--- config.mk ---
export PLATFORM = sky130hd
export DESIGN_NAME = muldiv_iter
export DESIGN_NICKNAME = d
export VERILOG_FILES = /design/src/rtl/muldiv_iter.sv
export SDC_FILE = /design/constraint.sdc
export NUM_CORES = 1
export LEC_CHECK = 0
export ABC_CLOCK_PERIOD_IN_PS = 10250
export BUFFER_PORTS_ARGS = -buffer_cell sky130_fd_sc_hd__buf_4
export CORE_UTILIZATION = 60
export DETAILED_ROUTE_END_ITERATION = 6
export PLACE_DENSITY = 0.78
export SETUP_SLACK_MARGIN = 0.15
export SLEW_MARGIN = 15
export SYNTH_ARGS = -nofsm -noshare
export SYNTH_HDL_FRONTEND = slang
export SYNTH_SLANG_ARGS = --single-unit
--- constraint.sdc ---
create_clock -name iCLK -period 10.25 [get_ports iCLK]
set_input_delay 1.5375 -clock iCLK [delete_from_list [all_inputs] [get_ports iCLK]]
set_output_delay 1.5375 -clock iCLK [all_outputs]
set_load 0.005 [all_outputs]
--- src/rtl/muldiv_iter.sv ---
`timescale 1ns/1ps
// muldiv_iter -- iterative RV32M multiply/divide unit.
//
// Accepts one M-extension operation per request, computes it one bit per
// clock (shift-add multiply, restoring divide) and presents a registered
// result with a one-cycle done pulse. Divide-by-zero and signed overflow
// bypass the iteration and finish in a single cycle.
//
// Ports:
//   iCLK        in   clock, rising edge
//   iRST_n      in   asynchronous active-low reset
//   iStart      in   request, sampled only in IDLE or DONE
//   iALUControl in   decoder ALU control code (OP* encodings)
//   iA, iB      in   rs1 / rs2 operands
//   oBusy       out  high while iterating or fixing up the result
//   oDone       out  one-cycle pulse, oResult valid in this cycle
//   oResult     out  result register, held until the next accepted start
module muldiv_iter #(
  parameter int DATA_W     = 32,
  parameter bit ENABLE_MUL = 1'b1
) (
  input  logic              iCLK,
  input  logic              iRST_n,
  input  logic              iStart,
  input  logic [4:0]        iALUControl,
  input  logic [DATA_W-1:0] iA,
  input  logic [DATA_W-1:0] iB,
  output logic              oBusy,
  output logic              oDone,
  output logic [DATA_W-1:0] oResult
);

  localparam logic [4:0] OPMUL    = 5'd11;
  localparam logic [4:0] OPMULH   = 5'd12;
  localparam logic [4:0] OPMULHSU = 5'd13;
  localparam logic [4:0] OPMULHU  = 5'd14;
  localparam logic [4:0] OPDIV    = 5'd15;
  localparam logic [4:0] OPDIVU   = 5'd16;
  localparam logic [4:0] OPREM    = 5'd17;
  localparam logic [4:0] OPREMU   = 5'd18;

  typedef enum logic [1:0] {S_IDLE, S_CALC, S_FIX, S_DONE} state_t;

  function automatic logic [DATA_W-1:0] abs_val(input logic signed [DATA_W-1:0] v,
                                                input logic take);
    return take ? -v : v;
  endfunction

  function automatic logic [DATA_W-1:0] cond_neg_w(input logic [DATA_W-1:0] v,
                                                   input logic neg);
    return neg ? -v : v;
  endfunction

  function automatic logic [2*DATA_W-1:0] cond_neg_2w(input logic [2*DATA_W-1:0] v,
                                                      input logic neg);
    return neg ? -v : v;
  endfunction

  state_t            state_q;
  logic [4:0]        cnt_q;
  logic [4:0]        op_q;
  logic              neg_q;
  // r_q: partial remainder (divide) or product high half (multiply)
  // x_q: dividend->quotient shifter (divide) or multiplier->product low half
  // y_q: divisor (divide) or multiplicand (multiply)
  logic [DATA_W-1:0] r_q, x_q, y_q;
  logic              busy_q, done_q;
  logic [DATA_W-1:0] res_q;

  logic              is_mul_d, is_div_d, is_rem_d, sa_d, sb_d, neg_d;
  logic              accept_d, dz_d, ovf_d, fast_d;
  logic [DATA_W-1:0] abs_a_d, abs_b_d, fast_res_d;

  // Request decode and operand preparation for the accept edge
  always_comb begin
    is_mul_d = ENABLE_MUL && (iALUControl inside {OPMUL, OPMULH, OPMULHSU, OPMULHU});
    is_div_d = iALUControl inside {OPDIV, OPDIVU, OPREM, OPREMU};
    is_rem_d = iALUControl inside {OPREM, OPREMU};
    accept_d = iStart && (state_q == S_IDLE || state_q == S_DONE) && (is_mul_d || is_div_d);
    sa_d     = iA[DATA_W-1] && (iALUControl inside {OPDIV, OPREM, OPMULH, OPMULHSU});
    sb_d     = iB[DATA_W-1] && (iALUControl inside {OPDIV, OPREM, OPMULH});
    // Remainder takes the dividend's sign; everything else the xor of both
    neg_d    = is_rem_d ? sa_d : (sa_d ^ sb_d);
    abs_a_d  = abs_val(iA, sa_d);
    abs_b_d  = abs_val(iB, sb_d);
    dz_d     = is_div_d && (iB == '0);
    ovf_d    = (iALUControl == OPDIV || iALUControl == OPREM) &&
               (iA == {1'b1, {(DATA_W-1){1'b0}}}) && (&iB);
    fast_d   = dz_d || ovf_d;
    if (dz_d)
      fast_res_d = (iALUControl == OPDIV || iALUControl == OPDIVU) ? '1 : iA;
    else
      fast_res_d = (iALUControl == OPDIV) ? {1'b1, {(DATA_W-1){1'b0}}} : '0;
  end

  logic              mul_op_d;
  logic [DATA_W:0]   shift_d, diff_d, sum_d;
  logic [2*DATA_W-1:0] prod_d;
  logic [DATA_W-1:0] quo_d, rem_d, fix_res_d;

  // One iteration step and final sign fix-up
  always_comb begin
    mul_op_d = ENABLE_MUL && (op_q inside {OPMUL, OPMULH, OPMULHSU, OPMULHU});
    // Restoring divide: bring in the next dividend bit, trial-subtract
    shift_d  = {r_q, x_q[DATA_W-1]};
    diff_d   = shift_d - {1'b0, y_q};
    // Shift-add multiply, LSB of the multiplier first
    sum_d    = {1'b0, r_q} + (x_q[0] ? {1'b0, y_q} : '0);
    prod_d   = cond_neg_2w({r_q, x_q}, neg_q);
    quo_d    = cond_neg_w(x_q, neg_q);
    rem_d    = cond_neg_w(r_q, neg_q);
    case (op_q)
      OPMUL:                     fix_res_d = prod_d[DATA_W-1:0];
      OPMULH, OPMULHSU, OPMULHU: fix_res_d = prod_d[2*DATA_W-1:DATA_W];
      OPREM, OPREMU:             fix_res_d = rem_d;
      default:                   fix_res_d = quo_d;
    endcase
  end

  always_ff @(posedge iCLK or negedge iRST_n) begin
    if (!iRST_n) begin
      state_q <= S_IDLE;
      cnt_q   <= '0;
      op_q    <= '0;
      neg_q   <= 1'b0;
      r_q     <= '0;
      x_q     <= '0;
      y_q     <= '0;
      busy_q  <= 1'b0;
      done_q  <= 1'b0;
      res_q   <= '0;
    end else begin
      done_q <= 1'b0;
      case (state_q)
        // Accept stage (E0): latch operands, or finish at once on the fast path
        S_IDLE, S_DONE: begin
          if (accept_d) begin
            op_q  <= iALUControl;
            neg_q <= neg_d;
            if (fast_d) begin
              res_q   <= fast_res_d;
              done_q  <= 1'b1;
              busy_q  <= 1'b0;
              state_q <= S_DONE;
            end else begin
              cnt_q   <= 5'(DATA_W-1);
              r_q     <= '0;
              x_q     <= is_mul_d ? abs_b_d : abs_a_d;
              y_q     <= is_mul_d ? abs_a_d : abs_b_d;
              busy_q  <= 1'b1;
              state_q <= S_CALC;
            end
          end else begin
            state_q <= S_IDLE;
          end
        end
        // Iteration stage (E1..E32)
        S_CALC: begin
          if (mul_op_d) begin
            r_q <= sum_d[DATA_W:1];
            x_q <= {sum_d[0], x_q[DATA_W-1:1]};
          end else if (!diff_d[DATA_W]) begin
            r_q <= diff_d[DATA_W-1:0];
            x_q <= {x_q[DATA_W-2:0], 1'b1};
          end else begin
            r_q <= shift_d[DATA_W-1:0];
            x_q <= {x_q[DATA_W-2:0], 1'b0};
          end
          if (cnt_q == '0) state_q <= S_FIX;
          else             cnt_q   <= cnt_q - 5'd1;
        end
        // Fix-up stage (E33): sign correction and result select
        S_FIX: begin
          res_q   <= fix_res_d;
          done_q  <= 1'b1;
          busy_q  <= 1'b0;
          state_q <= S_DONE;
        end
        default: state_q <= S_IDLE;
      endcase
    end
  end

  assign oBusy   = busy_q;
  assign oDone   = done_q;
  assign oResult = res_q;

endmodule
# After elaboration in Yosys (flattened, before gate mapping)
# Index checks and enable logic that the tools add are counted.
# Widths: inputs -> output; s select.
# word_totals
input_bits	72
register_bits	143
wordCells	116
# op_classes
muxes	40
bitwise	2
eq_ne	23
n_reduce_logical	33
addsub	8
# op_table
cell	count
$mux 32	19
$pmux 32 s2	3
$neg 32->32	4
$pmux 32 s3	1
$mux 64	1
$neg 64->64	1
$eq 5x4->1 const B	9
$add 32x32->33	1
$sub 33x32->33	1
$eq 32x32->1 const B	1
$logic_not 32->1	1
$reduce_and 32->1	1
$eq 5x5->1 const B	5
$reduce_bool 4->1	4
$mux 5	3
$ne 2x2->1 const B	5
$pmux 5 s2	1
$reduce_and 3->1	3
$logic_and 1x1->1	7
$mux 1	6
$mux 2	3
$pmux 2 s3	1
$reduce_bool 2->1	3
$logic_not 5->1	1
other kinds (13)	21

# Depth between registers and ports, before layout
# depth
word_depth	8
ltp_mapped	14
mapped_depth_nobuf	13

# Worst setup path after synthesis
# No wires, ideal clock.
# synth_path
path_type	in2reg
from	input iA[0]
to	register x_q[29]
setup_time_ns	0.122
slack_ns	6.233
required_ns	10.128
n_path_buf	3
t_arrival_ns	3.895
cell_stages	14
cell_sequence	inv_1 ha_1 or4b_2 or2_2 nand4bb_1 o32ai_2 or2_1 buf_4 and2_4 buf_6 buf_6 nor3_1 a21oi_2 o21ai_1
# synth_via
elab_chain_cells	6
elab_cells_between_ends	12
cone_classes	1 x add/sub; 2 x eq/ne; 5 x mux; 4 x reduce/logical
# synth_rtl
element	line_no	text
start: declaration	26	input logic [DATA_W-1:0] iA,
$neg 32->32 or $eq 32x32->1 (tied branches)	46, 88	
$mux 32 or $logic_and 1x1->1 (tied branches)	46, 87	
$mux 32 or $logic_and 1x1->1 (tied branches)	148, 88	
$mux 32 or $logic_or 1x1->1 (tied branches)	140, 89	
$mux 32 or $ne 2x2->1 (tied branches)	--	
$pmux 32 s2 or $reduce_and 3->1 (tied branches)	--	
end signal: assignment	148	x_q <= is_mul_d ? abs_b_d : abs_a_d;
end signal: assignment	161	x_q <= {sum_d[0], x_q[DATA_W-1:1]};
end signal: assignment	164	x_q <= {x_q[DATA_W-2:0], 1'b1};
end: declaration	66	logic [DATA_W-1:0] r_q, x_q, y_q;
# Several ways; a longest one is shown, not always the timed one. The select of a mux whose other input is x is not followed.
# A chain may end at the register's enable or synchronous reset.

# Final worst setup path
# layout_path
from	input iA[0]
to	register r_q[0]
# layout_via
elab_chain_cells	6
# layout_rtl
element	line_no	text
$eq 32x32->1	88	(iA == {1'b1, {(DATA_W-1){1'b0}}}) && (&iB);
$logic_and 1x1->1	87	ovf_d = (iALUControl == OPDIV || iALUControl == OPREM) &&
$logic_and 1x1->1	88	
$logic_or 1x1->1	89	fast_d = dz_d || ovf_d;
$ne 2x2->1 (no line)	--	
$reduce_and 3->1 (no line)	--	
end signal: assignment	160	r_q <= sum_d[DATA_W:1];
end signal: assignment	163	r_q <= diff_d[DATA_W-1:0];
end signal: assignment	166	r_q <= shift_d[DATA_W-1:0];
end: declaration	66	
# Every way passes these cells.

==> impl_metrics.sql <==
INSERT INTO impl_metrics (metric_group, metric, value, unit) VALUES
('final_layout', 'num_antenna_cells', '0', ''),
('route', 'drt_iter0_markers', '2427', ''),
('logic_synthesis', 'synth_area_leader_cell', 'sky130_fd_sc_hd__dfrtp_1', ''),
('floorplanning', 'ioPinCount', '106', ''),
('logic_synthesis', 'ys_seq_area_share', '23.6', '%'),
('global_routing', 'grt_pass1_vias', '14800', ''),
('logic_synthesis', 'count_of_different_cell_masters_after_synthesis', '96', ''),
('cts', 'worst_setup_hold_path_clk_slew', '0.07', 'ns'),
('sta', 'worst_hold_slack', '0.482', 'ns'),
('sta', 'fmax', '0.201', 'GHz'),
('global_routing', 'grt_start_max_net_pins', '83', ''),
('route', 'drt_pre_antenna_iters', '6', ''),
('power', 'irDropWorstVdd', '0.000271', 'V'),
('final_layout', 'stdcell_count', '2430', ''),
('sta', 'worst_clock_skew', '0.0123', 'ns'),
('setup_path', 'most_repeated_library_cell_on_the_critical_path', 'sky130_fd_sc_hd__buf_4', ''),
('floorplanning', 'initial_core_utilization', '61.8', '%'),
('cts', 'number_of_buffers_between_clock_root_and_the_deepest_sink', '2', ''),
('setup_path', 'timing.critical_path.cells', 'buf_4 -> inv_1 -> ha_1 -> or4b_2 -> or2_2 -> nand4bb_1 -> o32ai_2 -> or2_1 -> buf_4 -> and2_4 -> nor2_2 -> nand2_2 -> o221ai_1', ''),
('setup_path', 'cp_data_required_time', '10.54', 'ns'),
('cts', 'ctsRootBufferMaster', 'sky130_fd_sc_hd__clkbuf_16', ''),
('floorplanning', 'design.die.area', '25900', 'um^2'),
('logic_synthesis', 'synth-seq-cells', '143', ''),
('sta', 'final_setup_violation_count', '0', ''),
('sta', 'hold_viol_final', '0', ''),
('logic_synthesis', 'netlist_top_cells_area', 'sky130_fd_sc_hd__dfrtp_1 24%, sky130_fd_sc_hd__nand2_1 7.4%, sky130_fd_sc_hd__o21ai_0 6.4%', ''),
('route', 'vias_per_cell', '6.84', ''),
('placement', 'place.gp.congestion', '0.998', ''),
('logic_synthesis', 'synth.net_count', '2225', ''),
('logic_synthesis', 'synth_enable_flop_cells', '0', ''),
('logic_synthesis', 'synthMostInstantiatedCell', 'sky130_fd_sc_hd__nand2_1', ''),
('sta', 'final.min_clock_period', '4.98', 'ns'),
('setup_path', 'worstSetupEndpointType', 'flop', ''),
('logic_synthesis', 'synthDominantCellAreaShare', '23.6', '%'),
('sta', 'slew-limit-headroom', '24.4', '%'),
('setup_path', 'timing_worst_setup_path_type', 'input pin to flop', ''),
('final_layout', 'layout.filler_cells', '2174', ''),
('cts', 'worst_skew_pair.late_latency', '0.43', 'ns'),
('route', 'count_of_vias_placed_by_the_detailed_router', '16600', ''),
('power', 'fin_total_pwr', '4430', 'uW'),
('route', 'ant_nets', '0', ''),
('floorplanning', 'rows', '57', ''),
('final_layout', 'layout.core_utilization', '67.5', '%'),
('cts', 'cts_hold_repair.buffers', '0', ''),
('setup_path', 'critical_path.startpoint_type', 'input pin', ''),
('setup_path', 'crit_path_top_delay_cell', 'sky130_fd_sc_hd__and2_4', ''),
('status', 'status', 'complete, no violations', ''),
('sta', 'setup-tns-final', '0', 'ns'),
('power', 'leakage', '0.00729', 'uW'),
('min_path', 'worst_hold_path_type', 'flop to flop', ''),
('cts', 'cts_resized', '0', ''),
('placement', 'placed_cells_incl_taps', '2398', ''),
('setup_path', 'crit_path_max_incr_delay', '0.66', 'ns'),
('logic_synthesis', 'post_synth_instance_area', '15200', 'um^2'),
('cts', 'postCtsSetupBuffers', '0', ''),
('global_routing', 'grt_pass1_wl', '87.1', 'mm'),
('route', 'detail_route.drc_violations', '0', ''),
('global_routing', 'grt.overflow.total', '0', ''),
('floorplanning', 'core_area', '24500', 'um^2'),
('logic_synthesis', 'yosys-top-cells-count', '299 x sky130_fd_sc_hd__nand2_1, 228 x sky130_fd_sc_hd__nor2_1, 193 x sky130_fd_sc_hd__o21ai_0, 173 x sky130_fd_sc_hd__a21oi_1, 143 x sky130_fd_sc_hd__dfrtp_1', ''),
('cts', 'tritoncts.num_buffers', '17', ''),
('floorplanning', 'die_h', '161', 'um'),
('power', 'p_per_area', '268', 'nW/um^2'),
('sta', 'final-max-slew-violation-count', '0', ''),
('final_layout', 'fin_nets', '2240', ''),
('global_routing', 'grt_antenna_before_repair', '0', ''),
('cts', 'cts_htree_levels', '4', ''),
('placement', 'io_buffers', '105', ''),
('final_layout', 'post_route_cells_drive_above_1_share', '10.2', '%'),
('setup_path', 'critical_path_buf_inv_count', '3', ''),
('placement', 'dp_hpwl', '43.9', 'mm');
## layout by cell type (no fill, tap or decap), drive strengths merged, types with 31 or more instances in the layout
master / instances
nand2: 301
nor2: 229
o21ai: 202
a21oi: 174
dfrtp: 143
buf: 127
xnor2: 87
xor2: 80
inv: 74
ha: 73
o211ai: 46
nor3: 43
nand3: 40
a31oi: 38
o31ai: 33
a21o: 32
a211oi: 31
## registers in the layout, summed over array words and instances, names as in the netlist
name,flops
y_q,32
oDone,1
x_q,32
op_q,5
oResult,32
cnt_q,5
state_q,2
oBusy,1
r_q,32
neg_q,1
## metal layers
metal,up-vias,global-route usage [%],wire [um]
met5,-,0,0
met4,0,23.1,3380
met3,191,10.6,6790
met2,1057,64.4,24300
met1,7799,60.2,23000
li1,7574,-,-
## final cells by class
type | count | area [um^2] | area share, %
Multi-Input combinational cell | 1739 | 10800 | 65.2
Sequential cell | 143 | 3580 | 21.6
Timing Repair Buffer | 127 | 957 | 5.78
Clock buffer | 17 | 425 | 2.57
Tap cell | 324 | 405 | 2.45
Inverter | 65 | 244 | 1.47
Clock inverter | 15 | 149 | 0.900
## worst reg2reg max path, cell delays in order, from the launching register on
cell and delay, ns:
sky130_fd_sc_hd__dfrtp_1 0.46, sky130_fd_sc_hd__inv_1 0.65, sky130_fd_sc_hd__nor2_1 0.12, sky130_fd_sc_hd__ha_1 0.39, sky130_fd_sc_hd__o21ai_1 0.11, sky130_fd_sc_hd__o21a_1 0.21, sky130_fd_sc_hd__or4b_1 0.60, sky130_fd_sc_hd__a41o_1 0.32
sky130_fd_sc_hd__o31a_1 0.38, sky130_fd_sc_hd__or2_1 0.26, sky130_fd_sc_hd__a311oi_1 0.34, sky130_fd_sc_hd__xnor2_1 0.20, sky130_fd_sc_hd__o21ai_1 0.10
## cell families (layout without fill, tap and decap cells)
group	count (synthesis)	after routing	synth area share [%]
simple gates	772	772	23.7
compound gates	702	702	29.8
buf+inv	196	224	5.45
xor+xnor	167	167	9.64
flops	143	143	23.6
fa+ha+maj	75	75	6.29
mux	23	23	1.53
## per-stage QoR
step                      setup WS, ns  cell area, um^2
after global routing              5.12            16600
after floorplan                   6.23            15200
after detailed placement          4.94            16000
after global placement            5.04            16000
after CTS                         5.40            16600
final                             5.27            16600
## path summary, 6_finish.rpt
check                      slack (ns)              startpoint  cells past startpoint                     end
max                              5.27                   iA[0]                     13      r_q[0]$_DFFE_PN0P_
min                              0.48  oResult[4]$_DFFE_PN0P_                      1  oResult[4]$_DFFE_PN0P_
max reg2reg                      5.99      x_q[0]$_DFFE_PN0P_                     12     r_q[26]$_DFFE_PN0P_
min reg2reg                      0.48  oResult[4]$_DFFE_PN0P_                      1  oResult[4]$_DFFE_PN0P_
max in group asynchronous        7.59                  iRST_n                      2       neg_q$_DFFE_PN0P_
min in group asynchronous        1.13                  iRST_n                      1     r_q[24]$_DFFE_PN0P_
## report_power, final
group / internal [uW] / switching, uW
clock network: 343 / 298
registers: 777 / 298
logic: 977 / 1740
total: 2100 / 2340
(Power assumes the default switching activity.)
